## config.mk

```make
export PLATFORM = sky130hd
export DESIGN_NAME = keccak_job_sequencer
export DESIGN_NICKNAME = d
export VERILOG_FILES = /design/src/rtl/keccak_seq_pkg.sv /design/src/rtl/keccak_seq_timeout.sv /design/src/rtl/keccak_job_sequencer.sv
export SDC_FILE = /design/constraint.sdc
export NUM_CORES = 1
export LEC_CHECK = 0
export ABC_AREA = 1
export ABC_CLOCK_PERIOD_IN_PS = 3500
export CORE_AREA = 2 2 157 159
export DETAILED_ROUTE_END_ITERATION = 10
export DIE_AREA = 0 0 159 161
export HOLD_SLACK_MARGIN = 0.15
export PLACE_DENSITY = 0.67
export REMOVE_ABC_BUFFERS = 1
export SLEW_MARGIN = 5
export SYNTH_ARGS = -nofsm -noshare
export SYNTH_HDL_FRONTEND = slang
export SYNTH_HIERARCHICAL = 1
export SYNTH_SLANG_ARGS = --single-unit
```

## constraint.sdc

```tcl
create_clock -name Clk40 -period 3.5 [get_ports Clk40]
set_input_delay 0.7 -clock Clk40 [delete_from_list [all_inputs] [get_ports Clk40]]
set_output_delay 0.7 -clock Clk40 [all_outputs]
set_load 0.02 [all_outputs]
```

## src/rtl/keccak_seq_pkg.sv

```systemverilog
// Shared types and constants for the Keccak job sequencer.
// Holds the FSM state encoding, the legal digest sizes and the PARMS word layout.
package keccak_seq_pkg;

  typedef enum logic [2:0] {
    RECOVER,
    IDLE,
    PARMS,
    DATA,
    COLLECT
  } state_t;

  localparam logic [31:0] HASH_256 = 32'd256;
  localparam logic [31:0] HASH_512 = 32'd512;

  localparam int PARMS_HASH_LSB = 32;
  localparam int PARMS_LEN_LSB  = 0;

  function automatic logic hash_legal(input logic [31:0] hash_bits);
    return (hash_bits == HASH_256) || (hash_bits == HASH_512);
  endfunction

endpackage

```

## src/rtl/keccak_seq_timeout.sv

```systemverilog
// Idle-cycle counter for the result stream.
// Counts enabled cycles since the last clear; expired flags the cycle that reaches LIMIT.
module keccak_seq_timeout #(
  parameter int LIMIT = 4096
) (
  input  logic clk,
  input  logic srst,
  input  logic clear,
  input  logic enable,
  output logic expired
);

  localparam int W = $clog2(LIMIT + 1);

  logic [W-1:0] count_reg;

  always_ff @(posedge clk) begin
    if (srst || clear) begin
      count_reg <= '0;
    end else if (enable) begin
      count_reg <= count_reg + 1'b1;
    end
  end

  // The cycle being counted now is the LIMIT-th one without progress.
  assign expired = enable && !clear && (count_reg == W'(LIMIT - 1));

endmodule

```

## src/rtl/keccak_job_sequencer.sv

```systemverilog
// Runs one hash job at a time through the Keccak IP PARMS/DATA/RESULTS streams.
// Owns the IP reset, including recovery after a result timeout.
module keccak_job_sequencer
  import keccak_seq_pkg::*;
#(
  parameter int RESULT_TIMEOUT = 4096,
  parameter int IP_RST_CYCLES  = 4,
  parameter int CNT_W          = 30
) (
  input  logic        Clk40,
  input  logic        reset,
  input  logic        job_valid,
  output logic        job_ready,
  input  logic [31:0] job_hash_bits,
  input  logic [31:0] job_len_bytes,
  input  logic        src_valid,
  input  logic [63:0] src_data,
  output logic        src_ready,
  output logic        ip_reset,
  output logic        ip_parms_valid,
  output logic [63:0] ip_parms_element,
  input  logic        ip_parms_ready,
  output logic        ip_data_valid,
  output logic [63:0] ip_data_element,
  input  logic        ip_data_ready,
  input  logic        ip_results_valid,
  input  logic [63:0] ip_results_element,
  output logic        ip_results_ready,
  output logic        dig_valid,
  output logic [63:0] dig_data,
  output logic        dig_last,
  input  logic        dig_ready,
  output logic        busy,
  output logic        err_badjob,
  output logic        err_timeout
);

  state_t           state_reg, state_next;
  logic [31:0]      hash_reg, hash_next;
  logic [31:0]      len_reg, len_next;
  logic [CNT_W-1:0] cnt_reg, cnt_next;
  logic             err_badjob_reg, err_badjob_next;
  logic             err_timeout_reg, err_timeout_next;

  logic [32:0]      len_round;
  logic [CNT_W-1:0] job_nwords;
  logic [CNT_W-1:0] nres;
  logic             in_data, in_collect;
  logic             data_xfer, res_xfer, tmo_expired;

  // 33-bit sum so a length near 2^32 still rounds up correctly.
  assign len_round  = {1'b0, job_len_bytes} + 33'd7;
  assign job_nwords = CNT_W'(len_round >> 3);
  assign nres       = CNT_W'(hash_reg >> 6);

  assign in_data    = !reset && (state_reg == DATA);
  assign in_collect = !reset && (state_reg == COLLECT);
  assign data_xfer  = in_data && src_valid && ip_data_ready;
  assign res_xfer   = in_collect && ip_results_valid && dig_ready;

  keccak_seq_timeout #(
    .LIMIT(RESULT_TIMEOUT)
  ) u_timeout (
    .clk    (Clk40),
    .srst   (reset),
    .clear  (!in_collect || res_xfer),
    .enable (in_collect && !res_xfer),
    .expired(tmo_expired)
  );

  always_ff @(posedge Clk40) begin
    if (reset) begin
      state_reg       <= RECOVER;
      hash_reg        <= '0;
      len_reg         <= '0;
      cnt_reg         <= CNT_W'(IP_RST_CYCLES);
      err_badjob_reg  <= 1'b0;
      err_timeout_reg <= 1'b0;
    end else begin
      state_reg       <= state_next;
      hash_reg        <= hash_next;
      len_reg         <= len_next;
      cnt_reg         <= cnt_next;
      err_badjob_reg  <= err_badjob_next;
      err_timeout_reg <= err_timeout_next;
    end
  end

  // cnt_reg is shared: recovery countdown, then words to send, then digest words left.
  always_comb begin
    state_next       = state_reg;
    hash_next        = hash_reg;
    len_next         = len_reg;
    cnt_next         = cnt_reg;
    err_badjob_next  = 1'b0;
    err_timeout_next = 1'b0;
    case (state_reg)
      RECOVER: begin
        if (cnt_reg <= CNT_W'(1)) begin
          state_next = IDLE;
        end else begin
          cnt_next = cnt_reg - 1'b1;
        end
      end
      IDLE: begin
        if (job_valid) begin
          if (hash_legal(job_hash_bits)) begin
            hash_next  = job_hash_bits;
            len_next   = job_len_bytes;
            cnt_next   = job_nwords;
            state_next = PARMS;
          end else begin
            err_badjob_next = 1'b1;
          end
        end
      end
      PARMS: begin
        if (ip_parms_ready) begin
          if (cnt_reg != '0) begin
            state_next = DATA;
          end else begin
            cnt_next   = nres;
            state_next = COLLECT;
          end
        end
      end
      DATA: begin
        if (data_xfer) begin
          if (cnt_reg == CNT_W'(1)) begin
            cnt_next   = nres;
            state_next = COLLECT;
          end else begin
            cnt_next = cnt_reg - 1'b1;
          end
        end
      end
      COLLECT: begin
        if (res_xfer) begin
          if (cnt_reg == CNT_W'(1)) begin
            state_next = IDLE;
          end else begin
            cnt_next = cnt_reg - 1'b1;
          end
        end else if (tmo_expired) begin
          cnt_next         = CNT_W'(IP_RST_CYCLES);
          err_timeout_next = 1'b1;
          state_next       = RECOVER;
        end
      end
      default: begin
        cnt_next   = CNT_W'(IP_RST_CYCLES);
        state_next = RECOVER;
      end
    endcase
  end

  always_comb begin
    ip_parms_element = '0;
    ip_reset         = reset || (state_reg == RECOVER);
    job_ready        = !reset && (state_reg == IDLE);
    ip_parms_valid   = !reset && (state_reg == PARMS);
    if (ip_parms_valid) begin
      ip_parms_element[PARMS_HASH_LSB +: 32] = hash_reg;
      ip_parms_element[PARMS_LEN_LSB +: 32]  = len_reg;
    end
    ip_data_valid    = in_data && src_valid;
    src_ready        = in_data && ip_data_ready;
    ip_data_element  = in_data ? src_data : '0;
    dig_valid        = in_collect && ip_results_valid;
    ip_results_ready = in_collect && dig_ready;
    dig_data         = in_collect ? ip_results_element : '0;
    dig_last         = in_collect && (cnt_reg == CNT_W'(1));
    busy             = !reset && (state_reg != IDLE);
    err_badjob       = !reset && err_badjob_reg;
    err_timeout      = !reset && err_timeout_reg;
  end

endmodule

```

Yosys cells after proc, flatten, opt, wreduce, memory -nomap -nowiden
Index checks and enable logic that the tools add are counted.

word-level totals
  register bits = 112
  bits of input ports = 200
  logic and storage cells = 93
  output and inout bits = 203

operators by class
  bitwise logic cells = 3
  reductions and logical operators = 32
  equality and inequality tests = 20
  magnitude comparators = 1
  mux-type cells = 27
  $add $sub $neg = 3

operator list
  cell                                                              count
  two-way mux 30 bit                                                10
  two-way mux 64 bit                                                3
  case mux 30 bit (5 select lines)                                  1
  adder 32 x 3 -> 33 bit (second input constant)                    1
  equality test 32 x 10 -> 1 bit (second input constant)            1
  equality test 32 x 9 -> 1 bit (second input constant)             1
  equality test 30 x 1 -> 1 bit (second input constant)             1
  less-or-equal comparator 30 x 1 -> 1 bit (second input constant)  1
  two-way mux 3 bit                                                 10
  nonzero test 30 bit                                               1
  subtractor 30 x 1 -> 30 bit (second input constant)               1
  logical AND 1 bit                                                 17
  AND reduction 8 bit                                               2
  case mux 3 bit (5 select lines)                                   1
  != test 2 bit (second input constant)                             7
  adder 13 x 1 -> 13 bit (second input constant)                    1
  equality test 13 x 12 -> 1 bit (second input constant)            1
  equality test 3 x 2 -> 1 bit (second input constant)              2
  != test 3 bit (second input constant)                             2
  OR reduction 3 bit                                                2
  logical NOT 1 bit                                                 4
  logical OR 1 bit                                                  4
  equality test 3 x 1 -> 1 bit (second input constant)              1
  equality test 3 bit (second input constant)                       1
  other kinds (7)                                                   10

Logic depth before layout (Yosys ltp)
Gate-level depths: netlist of the first run.

  depth after elaboration = 11
  depth in mapped cells = 22
  depth with buffers taken out = 22

Cells and area by module
The synthesis of the first run kept the hierarchy.

by module, submodules not included
  module                cells an instance  area an instance (µm²)  instances  seq. area each (µm²)
  keccak_job_sequencer  1387               7621.1                  1          1981.9
  keccak_seq_timeout    104                666.9                   1          260.2

Worst setup path after synthesis of the first run
Ideal clock, no wire load.

  path type = input port to flip-flop
  from = input port reset
  to = register cnt_reg[11]
  cell stages on the path = 19
  library setup time = 0.070 ns
  required time = 3.430 ns
  slack = 0.641 ns
  buffers on the path = 2
  data arrival time = 2.789 ns
  path through = buf_4 -> nor2_4 -> inv_1 -> nor2_1 -> nand2_2 -> nor2_4 -> nand3_2 -> nor2_1 -> nand2_1 -> nor2_1 -> inv_1 -> nand2_1 -> nand2_1 -> nor2_1 -> nand2_1 -> nor2_2 -> buf_4 -> nand2_1 -> a21oi_2

between the ends
  word-level cells in the longest chain between the ends = 10
  elaborated cells on any way between the ends = 20
  those cells by class = 3 x eq/ne; 2 x mux; 15 x reduce/logical

RTL lines
  item                                                    line                                                    text
  from (decl)                                             keccak_job_sequencer.sv:11                              input logic reset,
  logical NOT 1 bit (*)                                   keccak_job_sequencer.sv:57                              assign in_collect = !reset && (state_reg == COLLECT);
  logical AND 1 bit (*)                                   keccak_job_sequencer.sv:57
  logical AND 1 bit (2 in a row)                          keccak_job_sequencer.sv:59                              assign res_xfer = in_collect && ip_results_valid && dig_ready;
  logical NOT 1 bit or logical OR 1 bit (tied branches)   keccak_job_sequencer.sv:67, keccak_job_sequencer.sv:66
  logical AND 1 bit or logical NOT 1 bit (tied branches)  keccak_job_sequencer.sv:67, keccak_seq_timeout.sv:26
  logical AND 1 bit (*) (2 in a row)                      keccak_seq_timeout.sv:26                                assign expired = enable && !clear && (count_reg == W'(LIMIT - 1));
  net tmo_expired                                         keccak_job_sequencer.sv:49                              logic data_xfer, res_xfer, tmo_expired;
  != test 3 bit (no line) (*)                             --
  AND reduction 8 bit (no line) (*)                       --
  to (signal assigned)                                    keccak_job_sequencer.sv:76                              cnt_reg <= CNT_W'(IP_RST_CYCLES);
  to (signal assigned)                                    keccak_job_sequencer.sv:83                              cnt_reg <= cnt_next;
  to (decl)                                               keccak_job_sequencer.sv:41                              logic [CNT_W-1:0] cnt_reg, cnt_next;

The timed path passes the listed nets; every way through them passes the cells marked *.
A chain may end at the register's enable or synchronous reset.

Worst setup path after layout of the first run
  from = register state_reg[1]
  to = output port ip_parms_element[46]

between the ends
  word-level cells in the longest chain between the ends = 3

RTL lines
  item                          line                         text
  from (decl)                   keccak_job_sequencer.sv:38   state_t state_reg, state_next;
  from (signal assigned)        keccak_job_sequencer.sv:80   state_reg <= state_next;
  equality test 3 x 2 -> 1 bit  keccak_job_sequencer.sv:161  ip_parms_valid = !reset && (state_reg == PARMS);
  logical AND 1 bit             keccak_job_sequencer.sv:161
  two-way mux 64 bit            keccak_job_sequencer.sv:162  if (ip_parms_valid) begin
  to (decl)                     keccak_job_sequencer.sv:21   output logic [63:0] ip_parms_element,

Every way passes these cells.

==> load_flow_metrics.sql, run 1 <==
INSERT INTO impl_metrics (metric_group, metric, value, unit) VALUES
('grt', 'grt_antenna_before_repair', '10', ''),
('grt', 'globalRouteTotalUtil', '28.4', '%'),
('power_and_ir_drop', 'cellPowerDensity', '518', 'nW/um^2'),
('critical_path', 'critical_path_required', '2.80', 'ns'),
('critical_path', 'worst_setup_path_startpoint', 'state_reg[1]$_SDFFE_PP0P_', ''),
('routing', 'wl', '37600', 'um'),
('final_layout', 'synthToLayoutAreaGrowth', '56.7', '%'),
('placed_design', 'dp_hpwl', '31100', 'um'),
('placed_design', 'input_output_buffers', '402', ''),
('clock_network', 'postCtsHoldBufs', '0', ''),
('final_layout', 'utilization', '54.2', '%'),
('grt', 'grt_pass1_wl', '56100', 'um'),
('synthesis', 'synth_top_flop_cell', 'sky130_fd_sc_hd__dfxtp_1', ''),
('clock_network', 'tritoncts_clock_tree', 'done', ''),
('clock_network', 'clk_latency', '0.37', 'ns'),
('final_layout', 'layout_cells_sized_above_1', '5.92', '%'),
('die', 'die_h', '161', 'um'),
('critical_path', 'cell_type_of_the_slowest_stage_on_the_worst_timing_path', 'sky130_fd_sc_hd__clkdlybuf4s50_1', ''),
('grt', 'grt_pass1_vias', '9516', ''),
('timing', 'setup_viol', '0', ''),
('placed_design', 'placed_cells_incl_taps', '2182', ''),
('synthesis', 'yosys_register_bits', '112', ''),
('clock_network', 'cts.reportedPaths.clkPinSlew', '0.09', 'ns'),
('clock_network', 'clock_buffer_depth', '2', ''),
('final_layout', 'final_cell_count_no_fill', '2201', ''),
('die', 'dieArea', '25600', 'um^2'),
('outcome', 'outcome', 'finished clean', ''),
('timing', 'fin_skew', '0.00741', 'ns'),
('die', 'floorplan.die.width', '159', 'um'),
('grt', 'gr-total-overflow', '0', ''),
('synthesis', 'synthesis.yosys.warnings', '6', ''),
('synthesis', 'syn_inst', '1491', ''),
('critical_path', 'critical_path.endpoint_type', 'primary output', ''),
('synthesis', 'ys_seq_area_share', '27.1', '%'),
('clock_network', 'clock_tree.htree_level_count', '3', ''),
('synthesis', 'post-synth-top-area-fraction', '27.1', '%'),
('timing', 'holdWs', '0.455', 'ns'),
('power_and_ir_drop', 'vdd_drop_max', '442', 'uV'),
('clock_network', 'cts_sinks', '112', ''),
('final_layout', 'post-route-cell-area', '13000', 'um^2'),
('power_and_ir_drop', 'static-leakage-power', '5.87', 'nW'),
('timing', 'timing_max_transition_violations_final', '0', ''),
('placed_design', 'routabilityCongestion', '0.928', ''),
('critical_path', 'path_cells', 'nand2_1 -> inv_2 -> nand2_1 -> nor2_1 -> inv_2 -> buf_4 -> nor2_1 -> clkdlybuf4s50_1', ''),
('synthesis', 'synth_cell_types', '37', ''),
('synthesis', 'netlist_area_before_placement', '8290', 'um^2'),
('routing', 'detail_route.iter0.violations', '824', ''),
('synthesis', 'cell_type_contributing_the_most_total_cell_area_after_synthesis', 'sky130_fd_sc_hd__dfxtp_1', ''),
('routing', 'ant_nets', '0', ''),
('timing', 'finalCriticalPeriod', '3.17', 'ns'),
('critical_path', 'worstSetupPathType', 'flip-flop to primary output', ''),
('synthesis', 'synth_edf_count', '0', ''),
('timing', 'grt_setup_unrepaired', 'no', ''),
('routing', 'drc', '0', ''),
('critical_path', 'worstPathMaxFanout', '12', ''),
('critical_path', 'critPathArrivalTime', '2.47', 'ns'),
('critical_path', 'timing.critical_path.buf_inv', '4', ''),
('final_layout', 'finalNetCount', '2073', ''),
('routing', 'drtPass1Iterations', '7', ''),
('placed_design', 'placement.cell_area', '12700', 'um^2'),
('worst_hold_path', 'hold_path.class', 'flip-flop to flip-flop', ''),
('die', 'initial_core_util', '34.6', '%'),
('clock_network', 'cts-buffers-inserted', '9', ''),
('die', 'number_of_top_level_pins', '403', ''),
('power_and_ir_drop', 'total_power', '6.73', 'mW'),
('die', 'core.rowCount', '57', ''),
('synthesis', 'share_of_synthesized_registers_carrying_an_async_set_or_reset', '0', '%'),
('grt', 'grt_max_degree', '99', ''),
('critical_path', 'critPathMaxStageDelay', '0.64', 'ns'),
('clock_network', 'post-cts-setup-buffers', '0', ''),
('clock_network', 'cts_resized', '0', '');
[synthesized netlist by cell type (8+ instances only)]
master and number:
sky130_fd_sc_hd__xor2_1 14, sky130_fd_sc_hd__o21ai_0 47, sky130_fd_sc_hd__a21oi_1 57, sky130_fd_sc_hd__buf_2 8, sky130_fd_sc_hd__nand4_1 10, sky130_fd_sc_hd__nand3_2 8
sky130_fd_sc_hd__nor2_1 353, sky130_fd_sc_hd__nand2_1 286, sky130_fd_sc_hd__nor3_1 13, sky130_fd_sc_hd__inv_1 314, sky130_fd_sc_hd__nor2_2 11, sky130_fd_sc_hd__dfxtp_1 112
sky130_fd_sc_hd__clkbuf_1 35, sky130_fd_sc_hd__a21oi_2 19, sky130_fd_sc_hd__nand3_1 140
[path summary, 6_finish.rpt]
path / end / slack [ns] / cells after the start
setup / recovery: ip_parms_element[46] / 0.33 / 8
hold / removal: len_reg[15]$_SDFFE_PP0P_ / 0.46 / 2
setup reg to reg: cnt_reg[27]$_SDFFE_PP0P_ / 0.71 / 20
hold reg to reg: len_reg[15]$_SDFFE_PP0P_ / 0.46 / 2
[cell families (layout without fill, tap and decap cells)]
logic type	count (synthesis)	after routing	share of synthesized area, %
flops	112	112	27.1
xor+xnor	21	21	2.22
compound gates	137	137	9.62
fa+ha+maj	4	4	0.604
simple gates	839	839	42.5
other cells	0	3	0
buf+inv	378	761	18.0
[routing by layer]
layer  GRT usage, %  part of all wire, %
met5              0                 0.24
met4           7.02                  2.1
met3           10.5                   11
met2           42.4                   42
met1           38.7                   45
[layout by cell type, fill, tap and decap left out, drive strengths merged]
cell type and instances:
clkdlybuf4s50 392, nor2 368, inv 324, nand2 292
nand3 148, dfxtp 112, a21oi 76, o21ai 50
buf 33, xor2 14, nor3 13, nand4 10
clkbuf 9, o21bai 7, xnor2 7, ha 4
or2 4, diode 3, nand3b 3, clkinv 3
a31oi 2, o31ai 1, nor4 1, a21o 1
[worst min-delay path, stage by stage, from the launching register on]
cell                      delay, ns
sky130_fd_sc_hd__dfxtp_1       0.30
sky130_fd_sc_hd__inv_1         0.06
sky130_fd_sc_hd__a21oi_1       0.05
[power breakdown]
| group | total (mW) | internal (mW) | leakage [nW] | switching, mW |
|---|---|---|---|---|
| logic | 4.02 | 1.44 | 4.82 | 2.58 |
| registers | 1.63 | 1.43 | 0.905 | 0.204 |
| clock network | 1.08 | 0.514 | 0.150 | 0.569 |
[through the flow]
stage          TNS (ns)  setup WS [ns]
2_1_floorplan    -38.55         -0.568
3_3_place_gp          0          0.325
3_5_place_dp          0          0.253
4_1_cts               0          0.329
5_1_grt               0          0.173
6_report              0          0.330
[cell type report]
cell class / instances / area (um^2)
Fill cell: 2488 / 11000
Multi-Input combinational cell: 1001 / 4560
Timing Repair Buffer: 425 / 4260
Sequential cell: 112 / 2240
Inverter: 320 / 1200
Tap cell: 324 / 405
Clock buffer: 9 / 225
Clock inverter: 7 / 81.3
Antenna cell: 3 / 7.51
No activity file was read; power rests on OpenSTA's default activity.
==> run 2: changes to the inputs <==
ABC_AREA = not set   (was 1)
CORE_AREA = 2 2 156 158   (was 2 2 157 159)
DIE_AREA = 0 0 158 160   (was 0 0 159 161)
PLACE_DENSITY = 0.64   (was 0.67)
==> load_flow_metrics.sql, run 2 <==
INSERT INTO impl_metrics (metric_group, metric, value, unit) VALUES
('synthesis', 'post-synth-top-count-cell', 'sky130_fd_sc_hd__and2_1', ''),
('critical_path', 'critPathLaunchType', 'flip-flop', ''),
('final_layout', 'mostFrequentLayoutCell', 'sky130_fd_sc_hd__clkdlybuf4s50_1', ''),
('die', 'dieArea', '25300', 'um^2'),
('synthesis', 'netlist_area_before_placement', '7330', 'um^2'),
('critical_path', 'timing.rr.start', 'state_reg[0]$_SDFFE_PP0P_', ''),
('timing', 'final.setup.tns', '0', 'ns'),
('die', 'number_of_top_level_pins', '403', ''),
('final_layout', 'finalNetCount', '1554', ''),
('timing', 'worst_slew_pin_slew', '0.756', 'ns'),
('clock_network', 'cts_sinks', '112', ''),
('critical_path', 'critPathArrivalTime', '2.71', 'ns'),
('clock_network', 'clock_tree.htree_level_count', '3', ''),
('clock_network', 'cts.reportedPaths.clkPinSlew', '0.08', 'ns'),
('clock_network', 'clk_latency', '0.37', 'ns'),
('final_layout', 'post-route-cell-area', '12200', 'um^2'),
('worst_hold_path', 'hold_path.class', 'flip-flop to flip-flop', ''),
('placed_design', 'input_output_buffers', '402', ''),
('die', 'core_area', '23800', 'um^2'),
('synthesis', 'synth_top_cells_by_count', 'sky130_fd_sc_hd__and2_1 (131), sky130_fd_sc_hd__nand2_1 (113), sky130_fd_sc_hd__dfxtp_1 (112), sky130_fd_sc_hd__and3_1 (102), sky130_fd_sc_hd__clkbuf_1 (64)', ''),
('synthesis', 'syn_inst', '971', ''),
('grt', 'globalRouteTotalUtil', '29.6', '%'),
('worst_hold_path', 'hp-start', 'len_reg[24]$_SDFFE_PP0P_', ''),
('synthesis', 'ys_seq_area_share', '30.6', '%'),
('synthesis', 'share_of_synthesized_registers_carrying_an_async_set_or_reset', '0', '%'),
('synthesis', 'synth_cell_types', '64', ''),
('power_and_ir_drop', 'power.switching_fraction', '44.9', '%'),
('grt', 'gr-total-overflow', '0', ''),
('die', 'initial_core_util', '30.8', '%'),
('routing', 'vias_per_cell', '5.40', ''),
('placed_design', 'dp_hpwl', '32100', 'um'),
('clock_network', 'cts-buffers-inserted', '9', ''),
('timing', 'grt_setup_unrepaired', 'no', ''),
('final_layout', 'layout_cells_sized_above_1', '6.13', '%'),
('synthesis', 'synth_top_flop_cell', 'sky130_fd_sc_hd__dfxtp_1', ''),
('synthesis', 'syn_area_per_cell', '7.55', 'um^2'),
('placed_design', 'placement.cell_area', '11800', 'um^2'),
('grt', 'grt_pass1_wl', '54700', 'um'),
('routing', 'drc', '0', ''),
('power_and_ir_drop', 'vdd_drop_max', '419', 'uV'),
('clock_network', 'post-cts-setup-buffers', '0', ''),
('grt', 'grt_antenna_before_repair', '24', ''),
('power_and_ir_drop', 'cellPowerDensity', '531', 'nW/um^2'),
('die', 'core.rowCount', '57', ''),
('placed_design', 'routabilityCongestion', '0.894', ''),
('final_layout', 'layout_common_cells', 'sky130_fd_sc_hd__clkdlybuf4s50_1 (400), sky130_fd_sc_hd__and2_1 (131), sky130_fd_sc_hd__nand2_1 (113)', ''),
('timing', 'final_hold_viol_count', '0', ''),
('final_layout', 'utilization', '51.1', '%'),
('critical_path', 'critical_path.endpoint_type', 'primary output', ''),
('timing', 'finalCriticalPeriod', '3.41', 'ns'),
('synthesis', 'yosys_register_bits', '112', ''),
('routing', 'detail_route.iter0.violations', '915', ''),
('power_and_ir_drop', 'comb_power_share', '56.4', '%'),
('synthesis', 'cell_type_contributing_the_most_total_cell_area_after_synthesis', 'sky130_fd_sc_hd__dfxtp_1', ''),
('synthesis', 'post_synth_main_area_contributors', 'sky130_fd_sc_hd__dfxtp_1 (31%), sky130_fd_sc_hd__and2_1 (11%), sky130_fd_sc_hd__and3_1 (8.7%)', ''),
('timing', 'fin_skew', '0.0101', 'ns'),
('routing', 'wire_per_inst', '23.3', 'um'),
('timing', 'timing_max_transition_violations_final', '0', ''),
('power_and_ir_drop', 'clockPowerShare', '17.7', '%'),
('final_layout', 'fillers', '2366', ''),
('power_and_ir_drop', 'static-leakage-power', '4.55', 'nW'),
('die', 'die_h', '160', 'um'),
('die', 'floorplan.die.width', '158', 'um'),
('power_and_ir_drop', 'power.switching', '2.90', 'mW'),
('final_layout', 'synthToLayoutAreaGrowth', '66.0', '%'),
('critical_path', 'critical_path_required', '2.80', 'ns'),
('grt', 'grt_pass1_vias', '8303', ''),
('power_and_ir_drop', 'power.sequential.fraction', '25.9', '%'),
('final_layout', 'final_cell_count_no_fill', '1689', ''),
('synthesis', 'post-synth-top-area-fraction', '30.6', '%'),
('clock_network', 'clock_root_buffer', 'sky130_fd_sc_hd__clkbuf_16', ''),
('power_and_ir_drop', 'total_power', '6.46', 'mW'),
('synthesis', 'synthesis.yosys.warnings', '6', ''),
('synthesis', 'synth_edf_count', '0', ''),
('routing', 'dr_vias', '9114', ''),
('run', 'maxCapViolations', '0', ''),
('routing', 'ant_nets', '0', ''),
('power_and_ir_drop', 'internal-power', '3.56', 'mW'),
('critical_path', 'worst_setup_path_startpoint', 'state_reg[1]$_SDFFE_PP0P_', ''),
('timing', 'fmax', '294', 'MHz'),
('critical_path', 'worstPathMaxFanout', '38', ''),
('routing', 'drtPass1Iterations', '5', ''),
('timing', 'relSlewSlack', '49.1', '%'),
('placed_design', 'placed_cells_incl_taps', '1663', ''),
('clock_network', 'clock_buffer_depth', '2', ''),
('timing', 'setup_viol', '0', ''),
('outcome', 'outcome', 'finished clean', ''),
('critical_path', 'worstSetupPathType', 'flip-flop to primary output', ''),
('grt', 'grt_max_degree', '68', ''),
('timing', 'post-route-period-util', '97.3', '%'),
('routing', 'wl', '39300', 'um'),
('clock_network', 'tritoncts_clock_tree', 'done', '');
==> run 2: cell types whose count changed in the layout (fill, tap and decap cells not counted), sizes merged, moves of 15 or more <==
cell / delta
a221oi: +15
o32ai: +19
or4: +18
nor2: -326
o21ai: -31
nand2: -179
and2: +131
a211oi: +22
nor4: +20
nand3: -126
or3: +15
a21oi: -19
inv: -291
and3: +102
==> run 2: stage by stage <==
| step | hold WS (ns) | setup WS [ns] |
|---|---|---|
| 2_1_floorplan | 0.421 | -1.64 |
| 3_3_place_gp | 0.434 | 0.0922 |
| 3_5_place_dp | 0.440 | -0.0422 |
| 4_1_cts | 0.451 | 0.101 |
| 5_1_grt | 0.465 | 0.0209 |
| 6_report | 0.449 | 0.0938 |
==> run 2: logic make-up (layout without fill, tap and decap cells) <==
group                      Yosys count  count (layout)  share of synthesized area, %
AOI/OAI and AO/OA                  188             188                          18.2
xor gates and xnor gates            27              27                          3.23
adders and majority gates            4               4                         0.683
buffers and inverters              110             494                          6.16
DFF                                112             112                          30.6
muxes                                4               4                         0.546
other                                0              10                             0
and+or+nand+nor                    526             526                          40.6
==> run 2: final timing paths <==
path	endpoint	slack [ns]	depth (start not counted)
min	len_reg[24]$_SDFFE_PP0P_	0.45	2
max	ip_data_element[41]	0.09	4
min reg2reg	len_reg[24]$_SDFFE_PP0P_	0.45	2
max reg2reg	cnt_reg[28]$_SDFFE_PP0P_	0.29	13
==> run 2: worst max-delay path: stages (launching register included) <==
cell and delay (ns):
sky130_fd_sc_hd__dfxtp_1 0.52, sky130_fd_sc_hd__and3b_2 0.61, sky130_fd_sc_hd__buf_12 0.25, sky130_fd_sc_hd__and3_1 0.17, sky130_fd_sc_hd__clkdlybuf4s50_1 0.77
==> run 2: power groups by stage <==
| stage | Sequential [mW] | Combinational (mW) | Clock [mW] |
|---|---|---|---|
| after floorplan | 1.63 | 2.20 | 0 |
| after global placement | 1.69 | 3.54 | 0 |
| after detailed placement | 1.69 | 3.57 | 0 |
| after CTS | 1.66 | 3.58 | 1.16 |
| after global routing | 1.70 | 3.92 | 1.21 |
| final | 1.67 | 3.64 | 1.14 |
==> run 2: layer usage <==
metal  up-vias  track usage, %  routed length [um]  part of all wire (%)
met4        22            6.92                 903                   2.3
met1      4317            37.7               15600                    40
li1       4275               -                   -                     -
met3        53            13.4                5400                    14
met5         -               0                 138                  0.35
met2       447            45.8               17300                    44
==> run 2: what timing repair did <==
action	in CTS	in global routing
hold buffers	0	0
setup endpoints to repair	0	1
gates resized for setup	0	1
==> run 2: area by class of cell <==
class	count	area (um^2)	area share, %
Multi-Input combinational cell	749	4660	38.3
Timing Repair Buffer	446	4400	36.2
Sequential cell	112	2240	18.4
Tap cell	324	405	3.33
Clock buffer	12	236	1.94
Inverter	32	120	0.987
Clock inverter	4	76.3	0.627
Antenna cell	10	25.0	0.206
